## src/rtl/riscv_alu_sequencer_if.sv

```systemverilog
// Execute-stage bundle: CPU control handshake plus the shared ALU port.
// The sequencer is the slave of the control FSM and the initiator on the ALU.
interface riscv_alu_sequencer_if;
    logic        START;
    logic [6:0]  OPCODE;
    logic [2:0]  FUNCT3;
    logic        FUNCT7_5;
    logic [31:0] PC;
    logic [31:0] RS1;
    logic [31:0] RS2;
    logic [31:0] IMM;
    logic [31:0] ALU_A;
    logic [31:0] ALU_B;
    logic [3:0]  ALU_OP;
    logic [31:0] ALU_C;
    logic        BUSY;
    logic        DONE;
    logic [31:0] RESULT;
    logic [31:0] NEXT_PC;
    logic        TAKEN;
    logic        ILLEGAL;

    modport slave (
        input  START, OPCODE, FUNCT3, FUNCT7_5,
        input  PC, RS1, RS2, IMM, ALU_C,
        output ALU_A, ALU_B, ALU_OP,
        output BUSY, DONE, RESULT, NEXT_PC,
        output TAKEN, ILLEGAL
    );

    modport master (
        output START, OPCODE, FUNCT3, FUNCT7_5,
        output PC, RS1, RS2, IMM, ALU_C,
        input  ALU_A, ALU_B, ALU_OP,
        input  BUSY, DONE, RESULT, NEXT_PC,
        input  TAKEN, ILLEGAL
    );
endinterface

```

## src/rtl/riscv_alu_sequencer.sv

```systemverilog
// RV32I execute sequencer: EX1 computes the result/branch test,
// EX2 reuses the same ALU for the next PC, FIN reports completion.
module riscv_alu_sequencer (
    input  logic CLK,
    input  logic RSTn,
    riscv_alu_sequencer_if.slave bus
);
    localparam logic [6:0] OPC_R     = 7'b0110011;
    localparam logic [6:0] OPC_IMM   = 7'b0010011;
    localparam logic [6:0] OPC_LUI   = 7'b0110111;
    localparam logic [6:0] OPC_AUIPC = 7'b0010111;
    localparam logic [6:0] OPC_LOAD  = 7'b0000011;
    localparam logic [6:0] OPC_STORE = 7'b0100011;
    localparam logic [6:0] OPC_JAL   = 7'b1101111;
    localparam logic [6:0] OPC_JALR  = 7'b1100111;
    localparam logic [6:0] OPC_BR    = 7'b1100011;

    localparam logic [3:0] OP_ADD   = 4'b0000;
    localparam logic [3:0] OP_SUB   = 4'b1000;
    localparam logic [3:0] OP_PASSB = 4'b1001;

    typedef enum logic [1:0] {
        IDLE,
        EX1,
        EX2,
        FIN
    } state_t;

    state_t state;
    state_t state_nx;

    logic [6:0]  opc;
    logic [2:0]  f3;
    logic        f7;
    logic [31:0] pc;
    logic [31:0] rs1;
    logic [31:0] rs2;
    logic [31:0] imm;

    logic [31:0] result;
    logic [31:0] next_pc;
    logic        taken;
    logic        illegal;

    logic        accept;
    logic        legal_in;
    logic        is_br;
    logic        is_jmp;
    logic        br_take;
    logic [31:0] alu_a;
    logic [31:0] alu_b;
    logic [3:0]  alu_op;

    assign accept = (state == IDLE) && bus.START;
    assign is_br  = (opc == OPC_BR);
    assign is_jmp = (opc == OPC_JAL) || (opc == OPC_JALR);

    // Only the branch group has reserved funct3 encodings worth rejecting.
    always_comb begin
        legal_in = 1'b0;
        case (bus.OPCODE)
            OPC_R, OPC_IMM, OPC_LUI, OPC_AUIPC,
            OPC_LOAD, OPC_STORE, OPC_JAL, OPC_JALR:
                legal_in = 1'b1;
            OPC_BR:
                legal_in = (bus.FUNCT3[2:1] != 2'b01);
            default:
                legal_in = 1'b0;
        endcase
    end

    always_comb begin
        state_nx = state;
        unique case (state)
            IDLE: if (bus.START) state_nx = legal_in ? EX1 : FIN;
            EX1:  state_nx = EX2;
            EX2:  state_nx = FIN;
            FIN:  state_nx = IDLE;
        endcase
    end

    // Equality tests use SUB (zero check), ordering tests use SLT/SLTU bit 0.
    always_comb begin
        if (f3[2]) begin
            br_take = bus.ALU_C[0] ^ f3[0];
        end else begin
            br_take = (bus.ALU_C == 32'd0) ^ f3[0];
        end
    end

    always_comb begin
        alu_a  = 32'd0;
        alu_b  = 32'd0;
        alu_op = OP_ADD;
        unique case (state)
            EX1: begin
                case (opc)
                    OPC_R: begin
                        alu_a  = rs1;
                        alu_b  = rs2;
                        alu_op = {f7, f3};
                    end
                    OPC_IMM: begin
                        alu_a  = rs1;
                        alu_b  = imm;
                        alu_op = (f3 == 3'b101) ? {f7, f3}
                                                : {1'b0, f3};
                    end
                    OPC_LUI: begin
                        alu_b  = imm;
                        alu_op = OP_PASSB;
                    end
                    OPC_AUIPC: begin
                        alu_a = pc;
                        alu_b = imm;
                    end
                    OPC_LOAD, OPC_STORE: begin
                        alu_a = rs1;
                        alu_b = imm;
                    end
                    OPC_JAL, OPC_JALR: begin
                        alu_a = pc;
                        alu_b = 32'd4;
                    end
                    OPC_BR: begin
                        alu_a  = rs1;
                        alu_b  = rs2;
                        alu_op = f3[2] ? {3'b001, f3[1]} : OP_SUB;
                    end
                    default: begin
                        alu_a = 32'd0;
                    end
                endcase
            end
            EX2: begin
                alu_a = pc;
                alu_b = 32'd4;
                if (opc == OPC_JAL) begin
                    alu_b = imm;
                end else if (opc == OPC_JALR) begin
                    alu_a = rs1;
                    alu_b = imm;
                end else if (is_br && taken) begin
                    alu_b = imm;
                end
            end
            IDLE, FIN: begin
                alu_a = 32'd0;
            end
        endcase
    end

    always_ff @(posedge CLK) begin
        if (!RSTn) begin
            state   <= IDLE;
            opc     <= 7'd0;
            f3      <= 3'd0;
            f7      <= 1'b0;
            pc      <= 32'd0;
            rs1     <= 32'd0;
            rs2     <= 32'd0;
            imm     <= 32'd0;
            result  <= 32'd0;
            next_pc <= 32'd0;
            taken   <= 1'b0;
            illegal <= 1'b0;
        end else begin
            state <= state_nx;
            if (accept) begin
                opc     <= bus.OPCODE;
                f3      <= bus.FUNCT3;
                f7      <= bus.FUNCT7_5;
                pc      <= bus.PC;
                rs1     <= bus.RS1;
                rs2     <= bus.RS2;
                imm     <= bus.IMM;
                result  <= 32'd0;
                next_pc <= 32'd0;
                taken   <= 1'b0;
                illegal <= !legal_in;
            end
            if (state == EX1) begin
                result <= is_br ? 32'd0 : bus.ALU_C;
                taken  <= is_br ? br_take : 1'b0;
            end
            if (state == EX2) begin
                if (opc == OPC_JALR) begin
                    next_pc <= {bus.ALU_C[31:1], 1'b0};
                end else begin
                    next_pc <= bus.ALU_C;
                end
                if (is_jmp) begin
                    taken <= 1'b1;
                end
            end
        end
    end

    assign bus.ALU_A   = alu_a;
    assign bus.ALU_B   = alu_b;
    assign bus.ALU_OP  = alu_op;
    assign bus.BUSY    = (state != IDLE);
    assign bus.DONE    = (state == FIN);
    assign bus.RESULT  = result;
    assign bus.NEXT_PC = next_pc;
    assign bus.TAKEN   = taken;
    assign bus.ILLEGAL = illegal;
endmodule

```

## src/flat_wrapper.sv

```systemverilog
// flat-port wrapper written by rule: the top's interface ports become plain ports
module riscv_alu_sequencer_flat 
  (CLK, RSTn, bus_START, bus_OPCODE, bus_FUNCT3, bus_FUNCT7_5, bus_PC, bus_RS1, bus_RS2, bus_IMM, bus_ALU_C, bus_ALU_A, bus_ALU_B, bus_ALU_OP, bus_BUSY, bus_DONE, bus_RESULT, bus_NEXT_PC, bus_TAKEN, bus_ILLEGAL);
  riscv_alu_sequencer_if bus_i ();
  input  logic CLK;
  input  logic RSTn;
  input wire logic [$bits(bus_i.START)-1:0] bus_START;
  input wire logic [$bits(bus_i.OPCODE)-1:0] bus_OPCODE;
  input wire logic [$bits(bus_i.FUNCT3)-1:0] bus_FUNCT3;
  input wire logic [$bits(bus_i.FUNCT7_5)-1:0] bus_FUNCT7_5;
  input wire logic [$bits(bus_i.PC)-1:0] bus_PC;
  input wire logic [$bits(bus_i.RS1)-1:0] bus_RS1;
  input wire logic [$bits(bus_i.RS2)-1:0] bus_RS2;
  input wire logic [$bits(bus_i.IMM)-1:0] bus_IMM;
  input wire logic [$bits(bus_i.ALU_C)-1:0] bus_ALU_C;
  output wire logic [$bits(bus_i.ALU_A)-1:0] bus_ALU_A;
  output wire logic [$bits(bus_i.ALU_B)-1:0] bus_ALU_B;
  output wire logic [$bits(bus_i.ALU_OP)-1:0] bus_ALU_OP;
  output wire logic [$bits(bus_i.BUSY)-1:0] bus_BUSY;
  output wire logic [$bits(bus_i.DONE)-1:0] bus_DONE;
  output wire logic [$bits(bus_i.RESULT)-1:0] bus_RESULT;
  output wire logic [$bits(bus_i.NEXT_PC)-1:0] bus_NEXT_PC;
  output wire logic [$bits(bus_i.TAKEN)-1:0] bus_TAKEN;
  output wire logic [$bits(bus_i.ILLEGAL)-1:0] bus_ILLEGAL;
  assign bus_i.START = bus_START;
  assign bus_i.OPCODE = bus_OPCODE;
  assign bus_i.FUNCT3 = bus_FUNCT3;
  assign bus_i.FUNCT7_5 = bus_FUNCT7_5;
  assign bus_i.PC = bus_PC;
  assign bus_i.RS1 = bus_RS1;
  assign bus_i.RS2 = bus_RS2;
  assign bus_i.IMM = bus_IMM;
  assign bus_i.ALU_C = bus_ALU_C;
  assign bus_ALU_A = bus_i.ALU_A;
  assign bus_ALU_B = bus_i.ALU_B;
  assign bus_ALU_OP = bus_i.ALU_OP;
  assign bus_BUSY = bus_i.BUSY;
  assign bus_DONE = bus_i.DONE;
  assign bus_RESULT = bus_i.RESULT;
  assign bus_NEXT_PC = bus_i.NEXT_PC;
  assign bus_TAKEN = bus_i.TAKEN;
  assign bus_ILLEGAL = bus_i.ILLEGAL;
  riscv_alu_sequencer u_core (.CLK(CLK), .RSTn(RSTn), .bus(bus_i));
endmodule
```

## config.mk

```make
export PLATFORM = sky130hd
export DESIGN_NAME = riscv_alu_sequencer_flat
export DESIGN_NICKNAME = d
export VERILOG_FILES = /design/src/rtl/riscv_alu_sequencer_if.sv /design/src/rtl/riscv_alu_sequencer.sv /design/src/flat_wrapper.sv
export SDC_FILE = /design/constraint.sdc
export NUM_CORES = 1
export LEC_CHECK = 0
export ABC_AREA = 1
export CORE_UTILIZATION = 64
export DETAILED_ROUTE_END_ITERATION = 10
export DONT_BUFFER_PORTS = 1
export GPL_TIMING_DRIVEN = 0
export PLACE_DENSITY_LB_ADDON = 0.15
export SLEW_MARGIN = 20
export SYNTH_ARGS = -nofsm -noshare
export SYNTH_HDL_FRONTEND = slang
export SYNTH_SLANG_ARGS = --single-unit
```

## constraint.sdc

```tcl
create_clock -name CLK -period 2.1 [get_ports CLK]
set_input_delay 0.525 -clock CLK [delete_from_list [all_inputs] [get_ports CLK]]
set_output_delay 0.525 -clock CLK [all_outputs]
set_load 0.1 [all_outputs]
```

=== After elaboration in Yosys (flattened, before gate mapping) ===
Cells that the tools add are included.

* Register bits after elaboration: 207
* Latch bits: 0
* Memory bits (writable): 0
* Bits in read-only memories: 0
* Bits of input ports: 174
* Output and inout port bits: 136
* Logic and storage cells: 82
* Memories: 0

* Add/subtract/negate cells: 0
* $mul: 0
* Divide/modulo/power cells: 0
* $lt $le $gt $ge: 0
* Eq/ne operators: 24
* Shifts and indexed selects: 0
* Muxes and demuxes: 28
* Bitwise operators: 2
* Reductions and logical operators: 16

{| class="wikitable"
|+ Operators with widths
! kind !! number
|-
| 2-to-1 mux 32 bit || 9
|-
| one-hot mux 32 bit (3 select lines) || 2
|-
| one-hot mux 32 bit (2 select lines) || 2
|-
| == test 7 x 6 -> 1 bit (second input constant) || 6
|-
| == test 7 bit (second input constant) || 6
|-
| logical NOT 32 bit || 1
|-
| == test 7 x 5 -> 1 bit (second input constant) || 4
|-
| one-hot mux 4 bit (4 select lines) || 1
|-
| == test 7 x 2 -> 1 bit (second input constant) || 2
|-
| 2-to-1 mux 4 bit || 3
|-
| OR reduction 5 bit || 2
|-
| one-hot mux 2 bit (4 select lines) || 1
|-
| OR reduction 8 bit || 1
|-
| 2-to-1 mux 1 bit || 7
|-
| nonzero test 2 bit || 3
|-
| OR reduction 2 bit || 3
|-
| == test 2 bit (second input constant) || 2
|-
| 2-to-1 mux 2 bit || 2
|-
| == test 3 bit (second input constant) || 1
|-
| OR reduction 3 bit || 1
|-
| == test 2 x 1 -> 1 bit (second input constant) || 1
|-
| logical AND 1 bit || 2
|-
| logical NOT 2 bit || 1
|-
| inequality test 2 x 1 -> 1 bit (second input constant) || 1
|-
| other kinds (5) || 6
|}

=== Depth between registers and ports, before layout ===
* Depth after elaboration: 7
* Mapped depth: 11
* Depth with buffers taken out: 10

=== Least setup slack after synthesis ===
Ideal clock, no wire load.

* Path type: register to output
* Start point: register u_core.state[0]
* End point: output bus_ALU_A[13]
* Arrival: 3.421 ns
* Required time: 1.575 ns
* Path slack: -1.846 ns
* Stages on the path, launching flop included: 9
* Path buffers: 2
* Cells stage by stage: dfxtp_1 -> inv_1 -> ha_1 -> buf_2 -> inv_1 -> nor2_1 -> clkbuf_1 -> o21ai_0 -> o21ai_0

* Cells in the longest elaborated chain, start to end: 3
* Elaborated cells on any way between the ends: 6
* Those cells by class: eq/ne: 3; mux: 1; reduce/logical: 2

{| class="wikitable"
|+ Ends and longest elaborated chain
! item !! line !! RTL
|-
| from (decl) || riscv_alu_sequencer.sv:29 || <nowiki>state_t state;</nowiki>
|-
| from (signal assigned) || riscv_alu_sequencer.sv:168 || <nowiki>state <= state_nx;</nowiki>
|-
| == test 2 bit / logical NOT 2 bit (equally long branches) || riscv_alu_sequencer.sv:95 || <nowiki>unique case (state)</nowiki>
|-
| OR reduction 2 bit || riscv_alu_sequencer.sv:95 ||
|-
| one-hot mux 32 bit (3 select lines) * || riscv_alu_sequencer.sv:95 ||
|-
| to (decl) || flat_wrapper.sv:16 || <nowiki>output wire logic [$bits(bus_i.ALU_A)-1:0] bus_ALU_A;</nowiki>
|}

Mark *: on every way between the ends. The rest lies on a longest branch, timed or not.

=== Worst setup path after layout ===
* Start point: register u_core.opc[0]
* End point: output bus_ALU_B[12]

* Cells in the longest elaborated chain, start to end: 6
* Elaborated cells on any way between the ends: 18
* Those cells by class: eq/ne: 9; mux: 5; reduce/logical: 4

{| class="wikitable"
|+ Ends and longest elaborated chain
! item !! line !! RTL
|-
| from (decl) || riscv_alu_sequencer.sv:32 || <nowiki>logic [6:0] opc;</nowiki>
|-
| from (signal assigned) || riscv_alu_sequencer.sv:170 || <nowiki>opc <= bus.OPCODE;</nowiki>
|-
| == test 7 bit || riscv_alu_sequencer.sv:55, riscv_alu_sequencer.sv:97 ||
|-
| logical AND 1 bit || riscv_alu_sequencer.sv:143 || <nowiki>end else if (is_br && taken) begin</nowiki>
|-
| 2-to-1 mux 32 bit || riscv_alu_sequencer.sv:143 ||
|-
| 2-to-1 mux 32 bit || riscv_alu_sequencer.sv:140 || <nowiki>end else if (opc == OPC_JALR) begin</nowiki>
|-
| 2-to-1 mux 32 bit || riscv_alu_sequencer.sv:138 || <nowiki>if (opc == OPC_JAL) begin</nowiki>
|-
| one-hot mux 32 bit (2 select lines) * || riscv_alu_sequencer.sv:95 ||
|-
| to (decl) || flat_wrapper.sv:17 || <nowiki>output wire logic [$bits(bus_i.ALU_B)-1:0] bus_ALU_B;</nowiki>
|}

Marked as above.

==> metrics <==
status complete, but fails checks; failing checks setup timing; number of port buffers 0; drt initial violations 1349; syn nets 1611; Slew Limit Fails 0; I/O pin count 310; Sink Count 207; crit-path cells nand2_4, nor3_4, nand2_2, buf_4, buf_4, nand2_8, buf_8, nand2_1, nand2_1, nand2_1, a21oi_4; Post-synth EDFFs 0; distinct cell type count of the synthesized netlist 31; Clock Pin Slew Worst Setup and Hold Paths 60 ps; fmax 303 MHz; router iterations before antenna repair 6; Crit-path slowest cell a21oi_4; Cells after Synth 1432; final setup TNS -73410 ps; CP Launch Type flip-flop; pin count of the biggest net entering global routing 14; Cell Area, Placed 10700 um^2; setup ws final -1200 ps; Die W 124 um; largest family of logic cells by synthesized area simple AND/OR/NAND/NOR gates; GPL Wtd Cong roughly 0.89; post-synthesis simple-gate area fraction 25.5%; Routed WL 37.3 mm; CTS buffer count 22; commonest cells in the netlist nand2_1, nor2_1, o21ai_0; final core occ between 80 and 90%; final instance area roughly 13000 um^2; Clock Tree Buf Depth 3; initial cell density of the core between 60% and 70%; critical setup path kind flip-flop to primary output; Total GRT Usage 43.0%; worst-path maximum fanout 6; dominant synthesized flop cell dfxtp_1; Critical Path Sink Type primary output; peak supply drop between 0.001 and 0.0015 V; vias ~11k; hold crit path type input pin to flip-flop; Area growth syn-to-layout 32.9%; detailed-route DRC error count 0; Worst Path Required between 1500 and 2000 ps; total gr overflow 0; clock skew roughly 12 ps; final hold violations 0; initial antenna violation count 8; core area around 15000 um^2; clk_lat worst skew approximately 520 ps; #FFs+latches synth 207; slowest stage delay, CP 640 ps; number of max-cap violations 0; sequential area share after synthesis 43.4%; synth top area cells dfxtp_1, nand2_1, o21ai_0; Routed Antenna Nets 0; drt via density 6.39; post-synthesis compound-gate area fraction 23.5%; Synth Area in XOR/XNOR 0%; H-tree depth 1; Avg WL per Cell roughly 22 um; Tcrit/Tclk final 157%; # fillers 770; Yosys top cell area share 43.4%; # nets final 1694; post-synthesis adder-cell area fraction 0.656%; slew at the pin closest to its max-slew limit about 1100 ps; average size of a mapped cell roughly 6.7 um^2; layout cells sized above 1 a little over a fifth; Die ar. around 15000 um^2; footprint of the multi-input gates 5990 um^2; Die Ht 124 um; row cnt 44; multiplexer share of the synthesized area 0%; Synth area leader dfxtp_1; count leader, synth nand2_1; RSZ-0062 raised after global routing yes; hold_buf cts 0; first-pass GRT wire length 50.8 mm; CTS tree built; Async S/R FF share, synth 0%; CTS root buf clkbuf_16; mapped cell area 9540 um^2; Worst Path Arrival about 2800 ps; final setup violating endpoints 70; most used cell, CP nand2_1; vias in the first global route 9944; Leakage 4.86 nW; pwr dens 1410 nW/um^2; hpwl dp 21.7 mm; Worst slew margin roughly 28%; minimum clock period ~3300 ps; yosys warns 0; FF/Latch Area 4170 um^2
[power by group]
part	internal (mW)	switching (mW)
clock	2.31	1.61
sequential	4.98	2.74
combinational	1.65	4.59
[cell usage in the layout (no fill, tap or decap), types with 5 or more instances in the layout]
cell type,synthesis,final
nand2_1,347,304
nor2_1,257,249
o21ai_0,252,208
dfxtp_1,207,197
a21oi_1,113,109
inv_1,63,55
o21ai_4,0,52
clkbuf_1,79,49
buf_4,2,38
a21oi_4,0,33
clkbuf_2,6,28
nand2_2,2,26
clkbuf_16,0,26
nand2_4,0,18
buf_6,1,16
clkbuf_8,0,14
o21ai_1,21,11
diode_2,0,8
buf_12,0,7
buf_8,0,6
dfxtp_2,0,6
clkbuf_4,0,5
nor2_2,1,5
nor2_4,1,5
nor3_4,2,5
nand3_1,9,5
[timing repair]
| action | CTS | global route |
|---|---|---|
| endpoints found under the setup margin | 220 | 251 |
| pin swaps | 62 | 56 |
| gates resized for setup | 160 | 83 |
| setup buffers | 47 | 9 |
| gates cloned | 8 | 1 |
[final cells by class]
cell class / instances / share of cell area (%)
Clock inverter: 4 / 0.355
Multi-Input combinational cell: 1057 / 47.2
Tap cell: 184 / 1.81
Buffer: 101 / 5.15
Timing Repair Buffer: 60 / 4.96
Clock buffer: 35 / 5.29
Inverter: 66 / 2.23
Antenna cell: 8 / 0.158
Sequential cell: 207 / 32.8
[logic make-up (layout without fill, tap and decap cells)]
kind of cell | after synthesis | after routing
AOI/OAI and AO/OA | 422 | 422
adders and majority gates | 5 | 5
buffers and inverters | 168 | 266
DFF | 207 | 207
other | 0 | 8
and+or+nand+nor | 630 | 630
[registers in the layout (all words and copies together) (netlist names), 2 cells and up]
name                cells
u_core.bus.NEXT_PC     32
u_core.rs2             32
u_core.bus.RESULT      32
u_core.f3               3
u_core.opc              7
u_core.rs1             32
u_core.state            2
u_core.pc              32
u_core.imm             32
[path summary, 6_finish.rpt]
| check | startpoint | to | slack, ps | cells after the start |
|---|---|---|---|---|
| worst max-delay path | u_core.opc[0]$_SDFFE_PN0P_ | bus_ALU_B[12] | -1200 | 11 |
| worst min-delay path | bus_ALU_C[4] | u_core.bus.RESULT[4]$_SDFFE_PN0P_ | 150 | 2 |
| worst max register to register | u_core.opc[0]$_SDFFE_PN0P_ | u_core.bus.TAKEN$_SDFF_PN0_ | -920 | 22 |
| worst min register to register | u_core.rs1[19]$_SDFFE_PN0P_ | u_core.rs1[19]$_SDFFE_PN0P_ | 460 | 2 |
[per-stage QoR]
step	setup WS (ps)	hold WS [ps]	power [mW]	cells
5_1_grt	-1290	156	18.5	1720
3_5_place_dp	-585	453	12.9	1616
2_1_floorplan	-277	436	11.6	1432
4_1_cts	-1080	148	17.2	1707
3_3_place_gp	-568	450	12.7	1616
6_report	-1200	150	17.9	1722
[layer usage]
layer / share of wire [%] / wire (um) / vias to the layer above / track usage (%)
met2: 46 / 17300 / 893 / 72.9
met4: 7.7 / 2880 / 2 / 27.1
li1: - / - / 4822 / -
met3: 13 / 4720 / 276 / 13.3
met5: 0.030 / 11 / - / 0
met1: 33 / 12400 / 5013 / 46.6
[critical path: cells and delay by family (launching register included)]
kind	cells	cell delay (ps)
AO/OA/AOI/OAI	1	640
buffers and inverters	3	430
flip-flops	1	360
AND/OR/NAND/NOR	7	810
No activity file was read; power rests on OpenSTA's default activity.
